## src/rtl/wav_dfi_lp_req_seq.sv

```systemverilog
// DFI low-power request sequencer: two identical channel FSMs (ctrl, data) driving lp req/wakeup.
// Optional statistics counters are enabled with `define WAV_DFI_LP_STATS_EN.
module wav_dfi_lp_req_seq_ch #(
  parameter int RESP_W = 8,
  parameter int WAKE_W = 16,
  parameter int STAT_W = 16
) (
  input  logic              clock,
  input  logic              reset,
  input  logic [RESP_W-1:0] cfg_lp_resp,
  input  logic [WAKE_W-1:0] cfg_wake_tmo,
  input  logic [5:0]        cfg_wakeup,
  input  logic              want,
  input  logic              ack,
  output logic              req,
  output logic [5:0]        wakeup,
  output logic [1:0]        state,
  output logic              denied,
`ifdef WAV_DFI_LP_STATS_EN
  output logic [STAT_W-1:0] entries,
  output logic [STAT_W-1:0] denies,
  output logic [STAT_W-1:0] errs,
`endif
  output logic              err
);
  localparam int CNT_W = (RESP_W > WAKE_W) ? RESP_W : WAKE_W;

  typedef enum logic [1:0] {IDLE = 2'd0, REQ = 2'd1, LP = 2'd2, EXIT = 2'd3} state_t;

  state_t             st, st_nxt;
  logic [CNT_W-1:0]   cnt, cnt_nxt;
  logic [5:0]         wake_nxt;
  logic               rearm, rearm_nxt, fired, fired_nxt;
  logic               deny_nxt, err_nxt, entry, req_nxt;
  logic [RESP_W-1:0]  resp_last;

  // A zero response window behaves like a single-cycle window.
  assign resp_last = ((cfg_lp_resp == '0) ? RESP_W'(1) : cfg_lp_resp) - RESP_W'(1);
  assign state     = st;
  assign req_nxt   = (st_nxt == REQ) || (st_nxt == LP);

  always_comb begin
    st_nxt    = st;
    cnt_nxt   = cnt;
    fired_nxt = fired;
    wake_nxt  = wakeup;
    deny_nxt  = 1'b0;
    err_nxt   = 1'b0;
    entry     = 1'b0;
    rearm_nxt = want ? rearm : 1'b1;
    case (st)
      IDLE: if (want && rearm) begin
        st_nxt   = REQ;
        cnt_nxt  = '0;
        wake_nxt = cfg_wakeup;
      end
      REQ: if (ack) begin
        st_nxt = LP;
        entry  = 1'b1;
      end else if (!want) begin
        st_nxt    = EXIT;
        cnt_nxt   = '0;
        fired_nxt = 1'b0;
      end else if (cnt == CNT_W'(resp_last)) begin
        st_nxt    = IDLE;
        deny_nxt  = 1'b1;
        rearm_nxt = 1'b0;
      end else begin
        cnt_nxt = cnt + CNT_W'(1);
      end
      LP: if (!want || !ack) begin
        // ack vanishing while we still request is a PHY protocol violation
        st_nxt    = EXIT;
        cnt_nxt   = '0;
        fired_nxt = 1'b0;
        err_nxt   = want;
      end
      EXIT: if (!ack) begin
        st_nxt = IDLE;
      end else begin
        cnt_nxt = (&cnt) ? cnt : cnt + CNT_W'(1);
        if (!fired && cnt_nxt >= CNT_W'(cfg_wake_tmo)) begin
          err_nxt   = 1'b1;
          fired_nxt = 1'b1;
        end
      end
      default: st_nxt = IDLE;
    endcase
  end

  always_ff @(posedge clock or posedge reset) begin
    if (reset) begin
      st     <= IDLE;
      cnt    <= '0;
      req    <= 1'b0;
      wakeup <= '0;
      denied <= 1'b0;
      err    <= 1'b0;
      rearm  <= 1'b1;
      fired  <= 1'b0;
    end else begin
      st     <= st_nxt;
      cnt    <= cnt_nxt;
      req    <= req_nxt;
      wakeup <= wake_nxt;
      denied <= deny_nxt;
      err    <= err_nxt;
      rearm  <= rearm_nxt;
      fired  <= fired_nxt;
    end
  end

`ifdef WAV_DFI_LP_STATS_EN
  always_ff @(posedge clock or posedge reset) begin
    if (reset) begin
      entries <= '0;
      denies  <= '0;
      errs    <= '0;
    end else begin
      if (entry && !(&entries))   entries <= entries + STAT_W'(1);
      if (deny_nxt && !(&denies)) denies  <= denies + STAT_W'(1);
      if (err_nxt && !(&errs))    errs    <= errs + STAT_W'(1);
    end
  end
`endif
endmodule

module wav_dfi_lp_req_seq #(
  parameter int RESP_W = 8,
  parameter int WAKE_W = 16,
  parameter int STAT_W = 16
) (
  input  logic              clock,
  input  logic              reset,
  input  logic [RESP_W-1:0] cfg_lp_resp,
  input  logic [WAKE_W-1:0] cfg_wake_tmo,
  input  logic [5:0]        cfg_ctrl_wakeup,
  input  logic [5:0]        cfg_data_wakeup,
  input  logic              ctrl_lp_want,
  input  logic              data_lp_want,
  input  logic              lp_ctrl_ack,
  input  logic              lp_data_ack,
  output logic              lp_ctrl_req,
  output logic [5:0]        lp_ctrl_wakeup,
  output logic              lp_data_req,
  output logic [5:0]        lp_data_wakeup,
  output logic [1:0]        ctrl_state,
  output logic [1:0]        data_state,
  output logic              ctrl_denied,
  output logic              data_denied,
`ifdef WAV_DFI_LP_STATS_EN
  output logic [STAT_W-1:0] ctrl_entries,
  output logic [STAT_W-1:0] data_entries,
  output logic [STAT_W-1:0] ctrl_denies,
  output logic [STAT_W-1:0] data_denies,
  output logic [STAT_W-1:0] ctrl_errs,
  output logic [STAT_W-1:0] data_errs,
`endif
  output logic              ctrl_err,
  output logic              data_err
);
  wav_dfi_lp_req_seq_ch #(.RESP_W(RESP_W), .WAKE_W(WAKE_W), .STAT_W(STAT_W)) u_ctrl (
    .clock(clock), .reset(reset), .cfg_lp_resp(cfg_lp_resp), .cfg_wake_tmo(cfg_wake_tmo),
    .cfg_wakeup(cfg_ctrl_wakeup), .want(ctrl_lp_want), .ack(lp_ctrl_ack),
    .req(lp_ctrl_req), .wakeup(lp_ctrl_wakeup), .state(ctrl_state), .denied(ctrl_denied),
`ifdef WAV_DFI_LP_STATS_EN
    .entries(ctrl_entries), .denies(ctrl_denies), .errs(ctrl_errs),
`endif
    .err(ctrl_err)
  );

  wav_dfi_lp_req_seq_ch #(.RESP_W(RESP_W), .WAKE_W(WAKE_W), .STAT_W(STAT_W)) u_data (
    .clock(clock), .reset(reset), .cfg_lp_resp(cfg_lp_resp), .cfg_wake_tmo(cfg_wake_tmo),
    .cfg_wakeup(cfg_data_wakeup), .want(data_lp_want), .ack(lp_data_ack),
    .req(lp_data_req), .wakeup(lp_data_wakeup), .state(data_state), .denied(data_denied),
`ifdef WAV_DFI_LP_STATS_EN
    .entries(data_entries), .denies(data_denies), .errs(data_errs),
`endif
    .err(data_err)
  );
endmodule

```

## config.mk

```make
export PLATFORM = sky130hd
export DESIGN_NAME = wav_dfi_lp_req_seq
export DESIGN_NICKNAME = d
export VERILOG_FILES = /design/src/rtl/wav_dfi_lp_req_seq.sv
export SDC_FILE = /design/constraint.sdc
export NUM_CORES = 1
export LEC_CHECK = 0
export CAP_MARGIN = 20
export CORE_MARGIN = 3
export CORE_UTILIZATION = 35
export CTS_BUF_LIST = sky130_fd_sc_hd__clkbuf_2
export CTS_CLUSTER_SIZE = 8
export DETAILED_ROUTE_END_ITERATION = 6
export PLACE_DENSITY = 0.58
export SETUP_SLACK_MARGIN = 0.15
export SLEW_MARGIN = 20
export SYNTH_ARGS = -nofsm -noshare
export SYNTH_HDL_FRONTEND = slang
export SYNTH_SLANG_ARGS = --single-unit
```

## constraint.sdc

```tcl
create_clock -name clock -period 4.1 [get_ports clock]
set_input_delay 0.615 -clock clock [delete_from_list [all_inputs] [get_ports clock]]
set_output_delay 0.615 -clock clock [all_outputs]
set_load 0.005 [all_outputs]
```

=== Yosys cells after proc, flatten, opt, wreduce, memory -nomap -nowiden ===
Index checks and enable logic that the tools add are counted.

* Output and inout bits: 22
* Flip-flop bits (word level): 58
* Word-level logic and storage cells: 143

* Muxes and demuxes: 69
* Add/subtract/negate cells: 3
* Equal/unequal tests: 26
* Magnitude comparators: 2
* Reductions and logical operators: 27

{| class="wikitable"
|+ Operators by type and width
! cell !! count
|-
| two-way mux 16 bit || 14
|-
| case mux 16 bit (4 select lines) || 2
|-
| two-way mux 1 bit || 34
|-
| adder 16 x 1 -> 16 bit, second input constant || 2
|-
| equality test 16 x 8 -> 1 bit || 2
|-
| >= comparator 16 bit || 2
|-
| AND reduction 16 bit || 2
|-
| two-way mux 2 bit || 12
|-
| case mux 2 bit (4 select lines) || 2
|-
| equality test 2 bit, second input constant || 6
|-
| inequality test 2 x 1 -> 1 bit, second input constant || 6
|-
| inequality test 2 bit, second input constant || 6
|-
| AND reduction 6 bit || 2
|-
| AND reduction 5 bit || 2
|-
| equality test 2 x 1 -> 1 bit, second input constant || 4
|-
| logical NOT 8 bit || 1
|-
| two-way mux 8 bit || 1
|-
| subtractor 8 x 1 -> 8 bit, second input constant || 1
|-
| logical NOT 1 bit || 6
|-
| inequality test 3 bit, second input constant || 2
|-
| case mux 1 bit (3 select lines) || 2
|-
| nonzero test 3 bit || 2
|-
| logical AND 1 bit || 4
|-
| logical NOT 2 bit || 2
|-
| 3 further kinds || 8
|}

=== Logic depth before layout (Yosys ltp) ===
Gate-level depths: netlist of the first run.

* Word-level depth: 10
* Mapped depth: 16

=== By module ===
Synthesis of the first run repeated with hierarchy kept, for this count alone.

* Cell total of the unflattened synthesis: 620
* Area, all modules: 5159.9 um2

{| class="wikitable"
|+ By module, submodules not included
! module !! area an instance (um2) !! instances !! cells an instance !! seq. area each (um2)
|-
| wav_dfi_lp_req_seq_ch (u_data) || 2600.0 || 1 || 315 || 726.9
|-
| wav_dfi_lp_req_seq_ch (u_ctrl) || 2560.0 || 1 || 305 || 726.9
|}

=== Least setup slack after synthesis of the first run ===
OpenSTA, ideal clock, no wires.

* Path type: input to register
* Start: input cfg_lp_resp[2]
* End: register u_ctrl.cnt[3]
* Setup time: 121 ps
* Path buffers: 2
* Cell stages on the path: 12
* Slack: 1046 ps
* Arrival time: 2933 ps
* Data required time: 3979 ps
* Path through: buf_6 -> nor4_1 -> a21oi_1 -> ha_1 -> xor2_1 -> xor2_1 -> a2bb2oi_1 -> nor4b_1 -> nand4_2 -> and2_4 -> buf_6 -> a22o_1

* Longest elaborated chain between the ends: 6

{| class="wikitable"
|+ RTL lines
! what !! RTL line !! text
|-
| start, declared || 135 || <nowiki>input logic [RESP_W-1:0] cfg_lp_resp,</nowiki>
|-
| logical NOT 8 bit || 38 || <nowiki>assign resp_last = ((cfg_lp_resp == '0) ? RESP_W'(1) : cfg_lp_resp) - RESP_W'(1);</nowiki>
|-
| two-way mux 8 bit * || 38 ||
|-
| subtractor 8 x 1 -> 8 bit * || 38 ||
|-
| equality test 16 x 8 -> 1 bit * || 64 || <nowiki>end else if (cnt == CNT_W'(resp_last)) begin</nowiki>
|-
| inequality test 3 bit (no source line) * || - ||
|-
| AND reduction 5 bit (no source line) * || - ||
|-
| end signal, assigned || 103 || <nowiki>cnt <= cnt_nxt;</nowiki>
|-
| end, declared || 31 || <nowiki>logic [CNT_W-1:0] cnt, cnt_nxt;</nowiki>
|}

Mark *: on every way between the ends. The rest lies on a longest branch, timed or not.
A chain may end at the register's enable or synchronous reset.

=== Worst setup path after layout of the first run ===
* Start: register u_data.cnt[0]
* End: register u_data.err

* Longest elaborated chain between the ends: 7

{| class="wikitable"
|+ RTL lines
! what !! RTL line !! text
|-
| start, declared || 31 ||
|-
| start signal, assigned || 103 ||
|-
| adder 16 x 1 -> 16 bit / AND reduction 16 bit (equally long branches) || 81 || <nowiki>cnt_nxt = (&cnt) ? cnt : cnt + CNT_W'(1);</nowiki>
|-
| two-way mux 16 bit * || 81 ||
|-
| >= comparator 16 bit * || 82 || <nowiki>if (!fired && cnt_nxt >= CNT_W'(cfg_wake_tmo)) begin</nowiki>
|-
| logical AND 1 bit * || 82 ||
|-
| two-way mux 1 bit * || 82 ||
|-
| two-way mux 1 bit * || 78 || <nowiki>EXIT: if (!ack) begin</nowiki>
|-
| case mux 1 bit (2 select lines) * || 51 || <nowiki>case (st)</nowiki>
|-
| via u_data.err_nxt || 34 || <nowiki>logic deny_nxt, err_nxt, entry, req_nxt;</nowiki>
|-
| end signal, assigned || 107 || <nowiki>err <= err_nxt;</nowiki>
|-
| end, declared || 24 || <nowiki>output logic err</nowiki>
|}

The timed path passes the listed nets; every way through them passes the cells marked *.

==> results of run 1 <==
==> state kept, by name, indices dropped and copies added (netlist names), 2 cells and up <==
register / cells
u_data.cnt: 16
u_data.wakeup: 6
u_ctrl.cnt: 16
u_data.state: 2
u_ctrl.wakeup: 6
u_ctrl.state: 2
==> final cells by class <==
| class | count | area share |
|---|---|---|
| Antenna cell | 1 | 0.000431 |
| Clock buffer | 10 | 0.00862 |
| Clock inverter | 6 | 0.00582 |
| Inverter | 37 | 0.0239 |
| Multi-Input combinational cell | 466 | 0.536 |
| Sequential cell | 58 | 0.250 |
| Tap cell | 176 | 0.0379 |
| Timing Repair Buffer | 83 | 0.137 |
==> metal layers <==
layer / vias to the layer above / GRT usage / part of all wire
met2: 174 / 0.307 / 0.50
met5: - / 0 / 0
met4: 0 / 0.0561 / 0.021
met1: 2289 / 0.229 / 0.43
met3: 26 / 0.0369 / 0.056
li1: 2278 / - / -
==> cell families after synthesis <==
group	share of synthesized area
buf+inv	0.0691
simple gates	0.234
compound gates	0.205
mux	0.0408
fa+ha+maj	0.0892
flops	0.296
xor+xnor	0.0660
==> cell usage after synthesis, types with 5 or more instances <==
library cell	number
inv_1	37
a21o_1	9
nand3_1	28
mux2_2	16
nor4_1	13
a211oi_1	5
a31oi_1	18
nor3b_1	5
nand4_1	8
nor3_1	9
a21oi_1	37
nor2b_1	8
o22a_1	5
ha_1	35
buf_2	9
nand2b_1	5
o211ai_1	7
dfrtp_1	56
o21ai_0	38
xnor2_1	20
and3_1	9
xor2_1	17
nand2_1	56
nor2_1	52
clkbuf_1	27
==> report_power, final <==
part           switching (mW)  total [mW]  internal (mW)
sequential              0.162       0.844          0.682
combinational           0.547        1.10          0.553
clock                   0.234       0.311         0.0765
==> stage by stage <==
stage	setup WS [ns]	instances	total power, mW
floorplan	1.05	603	1.54
global placement	0.442	820	1.93
detailed placement	0.316	820	1.95
CTS	0.540	836	2.28
global route	0.262	836	2.45
finish	0.511	837	2.26
==> final timing paths <==
path	start	end	slack (ns)	cells after the start
worst min register to register	u_data.rearm$_DFF_PP1_	u_data.rearm$_DFF_PP1_	0.50	2
min in group asynchronous	reset	u_ctrl.wakeup[4]$_DFFE_PP0P_	0.55	2
worst max-delay path	u_data.cnt[0]$_DFFE_PP0P_	u_data.err$_DFF_PP0_	0.51	14
max in group asynchronous	reset	u_data.rearm$_DFF_PP1_	2.68	3
worst min-delay path	u_data.rearm$_DFF_PP1_	u_data.rearm$_DFF_PP1_	0.50	2
worst max register to register	u_data.cnt[0]$_DFFE_PP0P_	u_data.err$_DFF_PP0_	0.51	14
==> worst reg2reg max path: stages, from the launching register on <==
cell and delay (ns):
dfrtp_1 0.57, ha_1 0.31, nand3_1 0.20, nor4_4 0.30, nand3_1 0.22, buf_4 0.25, o21ai_0 0.13, ha_1 0.30
a21o_1 0.16, a21oi_1 0.14, o22ai_1 0.09, nor4_1 0.28, o41ai_1 0.18, o21ai_0 0.19, o32ai_1 0.15
==> implementation parameters, run 1 <==
Parameter                              Value

Power and ir drop
  Worst VDD drop    0.307 mV
  Static leakage    between 2 and 3 nW
  Total power per unit cell area    388 nW/um^2

GRT
  Maximum number of pins on one net before global-route repair    39
  Vias in the first global route    4634
  Wire length of the first global-routing pass    23300 um
  GR Overflow Total    0
  All-Layer GR Usage    0.180
  Initial antenna violation count    0

Routing
  DRC violations left    0
  Via density per instance    5.70
  Vias after detailed routing    4767
  Number of iterations in the first detailed-routing pass    5
  Drt total wl    14000 um
  Remaining number of nets flagged by the antenna check after routing    0
  Routed wire length per instance    16.7 um
  Iteration-0 DRC count of the detailed router    roughly 370

Synth
  Cell area after synthesis    4910 um^2
  Gate count of the mapped netlist    around 600
  Count of state elements after synthesis    58
  Average instance area after synthesis    just over 8 um^2
  Primary FF master, synth    dfrtp_1
  Proportion of register bits with asynchronous set or reset after synthesis    1.00
  Yosys top cell by area    dfrtp_1
  Post-synth net total    680
  Area share of the leading cell type in the synthesized netlist    0.286
  Share of the yosys chip area belonging to registers    0.296
  Synth unique cells    73
  Number of enable-type register cells in the synthesized netlist    0
  Area contributors post-synth    dfrtp_1, ha_1, nand2_1
  Count of yosys warnings during synthesis    0

Die
  IO Count    64
  Die span in y    124 um
  DIE AREA    15500 um^2
  Core area    13500 um^2
  Initial Utilization    0.365
  Horizontal die dimension    roughly 120 um
  Cell row count    42

Place
  Post-Place Cell Area    5720 um^2
  DP Wirelength    10600 um
  Weighted congestion reported at the end of routability-driven placement    0.908
  # port buffers    63

Clock tree
  Count of cells resized by post-cts repair    0
  Setup Buffers After CTS    0
  CTS clock-pin slew for the worst setup and hold paths    0.18 ns
  Number of buffers between clock root and the deepest sink    2
  TritonCTS clock tree    built
  Clock latency reported for the late side of the worst-skew pair    0.53 ns
  Buffer type at the clock tree root    clkbuf_2
  Cts hold-fix bufs    0
  CTS HTree Levels    3
  CTS sink cnt    58
  Total clock buffers created by CTS    9

Finish
  Share of the core filled with cells in the final layout    0.432
  Commonest cells after routing, fill and taps aside    clkdlybuf4s50_1, nand2_1, dfrtp_1
  Layout net count    732
  Post-route design area    ~5800 um^2
  Footprint of the flip-flops and latches    1450 um^2
  Commonest non-fill, non-tap cell in the layout    clkdlybuf4s50_1
  Ratio of cells with drive above 1 in the final layout    0.103
  Combined area of the multi-input logic cells    3110 um^2
  Layout overhead on the synthesized area    18.3%
  Count of fill cells added during filler insertion    1382

Setup path
  Series of cell instances along the critical path    ha_1, nand3_1, nor4_4, nand3_1, buf_4, o21ai_0, ha_1, a21o_1, a21oi_1, o22ai_1, nor4_1, o41ai_1, o21ai_0, o32ai_1
  Worst stage delay on the critical path    0.57 ns
  Critical setup path kind    register to register
  Gate family responsible for the most delay along the worst path    compound AO/OA/AOI/OAI gates
  Data arrival time of the critical path    3.99 ns
  Crit path buf inv count    1
  Worst path required time    around 4.5 ns
  Largest driver fanout on the critical path    12
  Slowest library cell on the worst path    dfrtp_1
  Crit start category    register
  Type of element capturing the critical path    register

STA
  Unrepaired setup endpoints after global routing    no
  Worst Skew    0.0250 ns
  Clock period minus final worst setup slack    3.59 ns
  Tightest Pin Transition    0.879 ns
  Max-slew violation count    0
  Maximum achievable frequency    0.279 GHz
  Final setup violation count    0
  Final critical-path share of the clock period    0.875
  Fin. Hold Viols    0
  Final hold slack    0.498 ns
  Remaining max-slew budget at the tightest pin    0.413
  Total negative slack for setup checks    0 ns

Min path
  Worst min-delay path category    register to register

Run status
  Outcome    finished, final reports clean

Run
  Maximum capacitance violations    0
Note: power is estimated with default switching activity, not from simulation.
==> run 2: changes to the inputs <==
--- a/config.mk
+++ b/config.mk
@@ -11,3 +11,3 @@
 export CTS_BUF_LIST = sky130_fd_sc_hd__clkbuf_2
-export CTS_CLUSTER_SIZE = 8
+export CTS_CLUSTER_SIZE = 10
 export DETAILED_ROUTE_END_ITERATION = 6
==> constraint.sdc (replaced) <==
create_clock -name clock -period 4.1 [get_ports clock]
set_input_delay 0.82 -clock clock [delete_from_list [all_inputs] [get_ports clock]]
set_output_delay 0.82 -clock clock [all_outputs]
set_load 0.005 [all_outputs]
==> run 2 against run 1 <==
  * Worst setup slack got worse by 0.026 ns
  * First-iteration DRC count fell by 24%
  * Register-to-register slack got worse by 0.03 ns
  * Critical endpoint unchanged
==> implementation parameters, run 2 (synthesis gave the netlist of run 1 again) <==
Parameter                              Value

Run status
  Outcome    finished, final reports clean

Routing
  Remaining number of nets flagged by the antenna check after routing    0 (unchanged)
  Metal2 WL    7260 um (+4.1%)
  Number of iterations in the first detailed-routing pass    7 (+2)
  Via density per instance    5.58 (-2.0%)
  Uppermost routed layer    met4
  Drt total wl    14300 um (+2.0%)
  DRC violations left    0 (unchanged)
  Vias after detailed routing    4699 (-1.4%)
  Iteration-0 DRC count of the detailed router    281 (-24%)
  Met1 routed wirelength after detailed routing    6180 um (+3.8%)
  Routed wl met3    622 um (-20%)
  Routed wire length per instance    17.0 um (+1.4%)

STA
  Clock period minus final worst setup slack    3.61 ns (+0.0258 ns)
  Maximum achievable frequency    0.277 GHz (-0.71%)
  Total negative slack for setup checks    0 ns (unchanged)
  Least setup slack across all paths after layout    0.485 ns (-0.0258 ns)
  Tightest Pin Transition    0.865 ns (-0.0133 ns)
  Max-slew violation count    0 (unchanged)
  Remaining max-slew budget at the tightest pin    0.422 (+0.00886)
  Unrepaired setup endpoints after global routing    no
  Final critical-path share of the clock period    0.882 (+0.00629)
  Worst Skew    0.0343 ns (+0.00929 ns)
  Final setup violation count    0 (unchanged)
  Fin. Hold Viols    0 (unchanged)

Clock tree
  Count of cells resized by post-cts repair    0 (unchanged)
  CTS sink cnt    58 (unchanged)
  Setup Buffers After CTS    0 (unchanged)
  CTS HTree Levels    3 (unchanged)
  Clock latency reported for the late side of the worst-skew pair    0.55 ns (+0.02 ns)
  Cts hold-fix bufs    0 (unchanged)
  TritonCTS clock tree    built
  Buffer type at the clock tree root    clkbuf_2
  CTS clock-pin slew for the worst setup and hold paths    0.17 ns (about the same)
  Number of buffers between clock root and the deepest sink    2 (unchanged)
  Total clock buffers created by CTS    9 (unchanged)

Min path
  Worst min-delay path category    register to register
  Hold depth    2 (unchanged)

Setup path
  Critical setup path kind    register to register
  Type of element capturing the critical path    register
  Worst path depth    14 (unchanged)
  Worst path required time    4.52 ns (+0.02 ns)
  Crit path buf inv count    1 (unchanged)
  Series of cell instances along the critical path    ha_1, nand3_1, nor4_4, nand3_1, buf_4, o21ai_0, ha_1, a21o_1, a21oi_1, o22ai_1, nor4_1, o41ai_1, o21ai_0, o32ai_1
  Crit start category    register
  Data arrival time of the critical path    4.04 ns (+0.05 ns)
  Worst stage delay on the critical path    0.49 ns (-0.08 ns)
  Gate family responsible for the most delay along the worst path    simple AND/OR/NAND/NOR gates
  Length in cells of the worst reg-to-reg path    14 (unchanged)
  Largest driver fanout on the critical path    12 (unchanged)
  Slowest library cell on the worst path    dfrtp_1

Die
  IO Count    64 (unchanged)
  Die span in y    124 um (unchanged)
  Initial Utilization    0.365 (unchanged)
  Core area    13500 um^2 (unchanged)
  Horizontal die dimension    124 um (unchanged)
  DIE AREA    15500 um^2 (unchanged)
  Cell row count    42 (unchanged)

Finish
  Commonest non-fill, non-tap cell in the layout    clkdlybuf4s50_1
  Layout overhead on the synthesized area    19.8%
  Diodes inserted    0 (-1)
  Ratio of cells with drive above 1 in the final layout    0.111 (+0.00808)
  Count of fill cells added during filler insertion    1369 (-0.94%)
  Layout net count    739 (+0.96%)
  Commonest cells after routing, fill and taps aside    clkdlybuf4s50_1, nand2_1, dfrtp_1
  Largest registers    u_ctrl.cnt: 16 flops, u_data.cnt: 16 flops
  Final standard cell count with taps included and fillers excluded    842 (+0.60%)

Place
  Weighted congestion reported at the end of routability-driven placement    0.919 (+1.2%)
  # port buffers    63 (unchanged)
  Pre-CTS worst setup slack    0.217 ns (-0.0991 ns)
  Number of placed instances, taps included    827 (+0.85%)
  DP Wirelength    10900 um (+3.7%)

Power and ir drop
  Worst VDD drop    0.240 mV (-22%)
  Static leakage    2.74 nW (+1.5%)
  Total power per unit cell area    399 nW/um^2 (+2.7%)

GRT
  Vias in the first global route    4749 (+2.5%)
  Wire length of the first global-routing pass    23900 um (+2.5%)
  Maximum number of pins on one net before global-route repair    38 (-2.6%)
  Initial antenna violation count    0 (unchanged)
  GR Overflow Total    0 (unchanged)
  All-Layer GR Usage    0.185 (+0.00458)

Run
  Maximum capacitance violations    0 (unchanged)
[run 2: changes by cell type in the layout (fill, tap and decap cells not counted), sizes merged]
| cell | previous run | this run |
|---|---|---|
| buf | 20 | 27 |
| clkinv | 4 | 3 |
| diode | 1 | 0 |
| bufinv | 0 | 1 |
| clkbuf | 10 | 9 |
[run 2: worst paths after layout]
kind / from / to / slack, ns
hold reg to reg: u_ctrl.rearm$_DFF_PP1_ / u_ctrl.rearm$_DFF_PP1_ / 0.49
hold / removal: u_ctrl.rearm$_DFF_PP1_ / u_ctrl.rearm$_DFF_PP1_ / 0.49
min in group asynchronous: reset / u_data.cnt[5]$_DFFE_PP0P_ / 0.75
max in group asynchronous: reset / u_data.rearm$_DFF_PP1_ / 2.54
setup / recovery: u_data.cnt[1]$_DFFE_PP0P_ / u_data.err$_DFF_PP0_ / 0.49
setup reg to reg: u_data.cnt[1]$_DFFE_PP0P_ / u_data.err$_DFF_PP0_ / 0.49
[run 2: power by group]
group	leakage [nW]	internal [mW]	total (mW)	switching (mW)
clock network	0.0612	0.133	0.372	0.239
registers	0.760	0.683	0.818	0.135
logic	1.92	0.567	1.15	0.587
[run 2: area by class of cell]
class | instances | area [um^2] | area share
clock buffer | 9 | 45.0 | 0.00766
sequential | 58 | 1450 | 0.247
multi-input combinational | 466 | 3110 | 0.530
inverter | 37 | 139 | 0.0236
clock inverter | 6 | 58.8 | 0.0100
timing repair buffer | 90 | 846 | 0.144
tap | 176 | 220 | 0.0375
[run 2: metal layers]
metal | vias to the layer above | GRT usage
li1 | 2300 | -
met1 | 2242 | 0.228
met2 | 135 | 0.328
met3 | 22 | 0.0386
met4 | 0 | 0.0451
met5 | - | 0
[run 2: metrics by stage]
step / total power, mW / cell area [um^2] / hold slack (ns) / utilization
floorplan: 1.54 / 4910 / 0.444 / -
global placement: 1.95 / 5770 / 0.459 / 0.429
detailed placement: 1.98 / 5770 / 0.468 / 0.429
CTS: 2.35 / 5880 / 0.489 / 0.437
global route: 2.53 / 5880 / 0.507 / 0.437
finish: 2.34 / 5880 / 0.485 / 0.437
[run 2: worst reg2reg max path: stages, from the launching register on]
cell	delay [ns]
dfrtp_1	0.49
ha_1	0.30
nand3_1	0.18
nor4_4	0.42
nand3_1	0.29
buf_4	0.27
o21ai_0	0.12
ha_1	0.29
a21o_1	0.17
a21oi_1	0.16
o22ai_1	0.10
nor4_1	0.27
o41ai_1	0.16
o21ai_0	0.18
o32ai_1	0.12
==> run 3: changes to the inputs <==
GPL_ROUTABILITY_DRIVEN = 0   (was not set)
==> run 3 against run 2 <==
  * Worst hold slack improved by 0.0025 ns
  * Worst setup slack improved by 0.13 ns
  * Sequential power about the same
  * Die area unchanged
  * Register-to-register slack improved by 0.13 ns
  * Fmax rose by 3.6%
  * Non-clock buffer count down 3
  * Sequential share of layout area up 0.21 points
  * Largest cell class unchanged
==> implementation parameters, run 3 (synthesis gave the netlist of run 1 again) <==
Parameter                              Value

Run status
  Outcome    finished, final reports clean

STA
  Clock period minus final worst setup slack    3.49 ns (-0.126 ns)
  Final hold slack    0.488 ns (+0.00248 ns)
  Max-slew violation count    0 (unchanged)
  Final critical-path share of the clock period    0.851 (-0.0306)
  Fin. Hold Viols    0 (unchanged)
  Remaining max-slew budget at the tightest pin    0.433 (+0.0107)
  Maximum achievable frequency    0.287 GHz (+3.6%)
  Final setup violation count    0 (unchanged)
  Total negative slack for setup checks    0 ns (unchanged)
  Tightest Pin Transition    0.847 ns (-0.0180 ns)
  Unrepaired setup endpoints after global routing    no
  Worst Skew    0.0216 ns (-0.0127 ns)
  Least setup slack across all paths after layout    0.611 ns (+0.126 ns)

Place
  # port buffers    63 (unchanged)
  Post-Place Cell Area    5750 um^2 (-0.39%)
  DP Wirelength    10400 um (-5.1%)
  Pre-CTS worst setup slack    0.132 ns (-0.0853 ns)
  Number of placed instances, taps included    824 (-0.36%)

Die
  Die span in y    124 um (unchanged)
  Horizontal die dimension    124 um (unchanged)
  Cell row count    42 (unchanged)
  DIE AREA    15500 um^2 (unchanged)
  Initial Utilization    0.365 (unchanged)
  Core area    13500 um^2 (unchanged)
  IO Count    64 (unchanged)

Setup path
  Worst stage delay on the critical path    0.49 ns (about the same)
  Type of element capturing the critical path    register
  Series of cell instances along the critical path    ha_1, nand3_1, nor4_4, nand3_1, buf_4, o21ai_0, ha_1, a21o_1, a21oi_1, o22ai_1, nor4_1, o41ai_1, o21ai_0, o32ai_1
  Gate family responsible for the most delay along the worst path    simple AND/OR/NAND/NOR gates
  Data arrival time of the critical path    3.89 ns (-0.15 ns)
  Largest driver fanout on the critical path    12 (unchanged)
  Worst path depth    14 (unchanged)
  Critical setup path kind    register to register
  Length in cells of the worst reg-to-reg path    14 (unchanged)
  Crit path buf inv count    1 (unchanged)
  Crit start category    register
  Slowest library cell on the worst path    dfrtp_1
  Worst path required time    4.50 ns (-0.02 ns)

Min path
  Worst min-delay path category    register to register
  Hold depth    2 (unchanged)

GRT
  Wire length of the first global-routing pass    22800 um (-4.3%)
  Maximum number of pins on one net before global-route repair    59 (+55%)
  All-Layer GR Usage    0.177 (-0.00789)
  GR Overflow Total    0 (unchanged)
  Vias in the first global route    4574 (-3.7%)
  Initial antenna violation count    0 (unchanged)

Clock tree
  Cts hold-fix bufs    0 (unchanged)
  CTS HTree Levels    3 (unchanged)
  Count of cells resized by post-cts repair    0 (unchanged)
  Clock latency reported for the late side of the worst-skew pair    0.52 ns (-0.03 ns)
  Setup Buffers After CTS    0 (unchanged)
  Number of buffers between clock root and the deepest sink    2 (unchanged)
  Buffer type at the clock tree root    clkbuf_2
  TritonCTS clock tree    built
  CTS sink cnt    58 (unchanged)
  Total clock buffers created by CTS    9 (unchanged)
  CTS clock-pin slew for the worst setup and hold paths    0.17 ns (about the same)

Routing
  DRC violations left    0 (unchanged)
  Number of iterations in the first detailed-routing pass    6 (-1)
  Via density per instance    5.60 (+0.41%)
  Vias after detailed routing    4707 (+0.17%)
  Drt total wl    13800 um (-3.7%)
  Routed wire length per instance    16.4 um (-3.5%)
  Remaining number of nets flagged by the antenna check after routing    0 (unchanged)
  Iteration-0 DRC count of the detailed router    297 (+5.7%)

Finish
  Layout overhead on the synthesized area    18.8%
  Post-route design area    5830 um^2 (-0.83%)
  Ratio of cells with drive above 1 in the final layout    0.107 (-0.00418)
  Commonest non-fill, non-tap cell in the layout    clkdlybuf4s50_1
  Share of the core filled with cells in the final layout    0.433 (-0.00363)
  Final standard cell count with taps included and fillers excluded    840 (-0.24%)
  Layout net count    736 (-0.41%)
  Diodes inserted    0 (unchanged)
  Commonest cells after routing, fill and taps aside    clkdlybuf4s50_1, nand2_1, dfrtp_1
  Largest registers    u_ctrl.cnt: 16 flops, u_data.cnt: 16 flops

Power and ir drop
  Total power per unit cell area    389 nW/um^2 (-2.5%)
  Register share of total power    0.360 (+0.011)
  Fraction of power consumed by combinational cells    0.507 (+0.015)
  Total Power    2.26 mW (-3.3%)
  Worst VDD drop    0.387 mV (+61%)
  Sw Ratio    0.414 (+0.00435)
  Static leakage    2.72 nW (-0.60%)
  Fraction of power consumed by the clock network    0.133 (-0.026)
  Reported net switching power    939 uW (-2.3%)
  Internal Power    1.33 mW (-4.1%)

Run
  Maximum capacitance violations    0 (unchanged)
run 3: cell count changes in the layout (fill, tap and decap cells not counted), sizes merged:
| cell | delta |
|---|---|
| buf | -3 |
| clkinv | +2 |
| bufinv | -1 |
| clkinvlp | -2 |
| clkbuf | +2 |
run 3: path summary, 6_finish.rpt:
kind / start / end / slack, ns
worst max register to register: u_data.cnt[1]$_DFFE_PP0P_ / u_data.err$_DFF_PP0_ / 0.61
worst max-delay path: u_data.cnt[1]$_DFFE_PP0P_ / u_data.err$_DFF_PP0_ / 0.61
min in group asynchronous: reset / u_ctrl.wakeup[5]$_DFFE_PP0P_ / 0.81
worst min register to register: u_ctrl.rearm$_DFF_PP1_ / u_ctrl.rearm$_DFF_PP1_ / 0.49
max in group asynchronous: reset / u_data.cnt[4]$_DFFE_PP0P_ / 2.76
worst min-delay path: u_ctrl.rearm$_DFF_PP1_ / u_ctrl.rearm$_DFF_PP1_ / 0.49
run 3: area by class of cell:
cell class	count	area (um^2)
fillers	1378	7620
multi-input cells	466	3110
flip-flops and latches	58	1450
repair buffers	87	823
well taps	176	220
inverters	37	139
clock buffers	11	55.1
clock inverters	5	22.5
run 3: power groups by stage:
stage                     clock network (mW)  logic [mW]  registers, mW
final                                  0.301        1.15          0.816
after global routing                   0.347        1.26          0.842
after CTS                              0.319        1.15          0.817
after detailed placement                   0        1.14          0.827
after global placement                     0        1.13          0.821
after floorplan                            0       0.769          0.768
run 3: tightest hold or removal path: cells and delay by family (launching register included):
family / cells / cell delay, ns
AO/OA/AOI/OAI: 1 / 0.05
flip-flops: 1 / 0.41
buffers and inverters: 1 / 0.04
run 3: routing by layer:
layer	GRT usage	wire, um	vias to the layer above
met1	0.222	5910	2234
met4	0.0516	221	0
li1	-	-	2274
met2	0.308	6870	178
met3	0.0339	764	21
met5	0	0	-
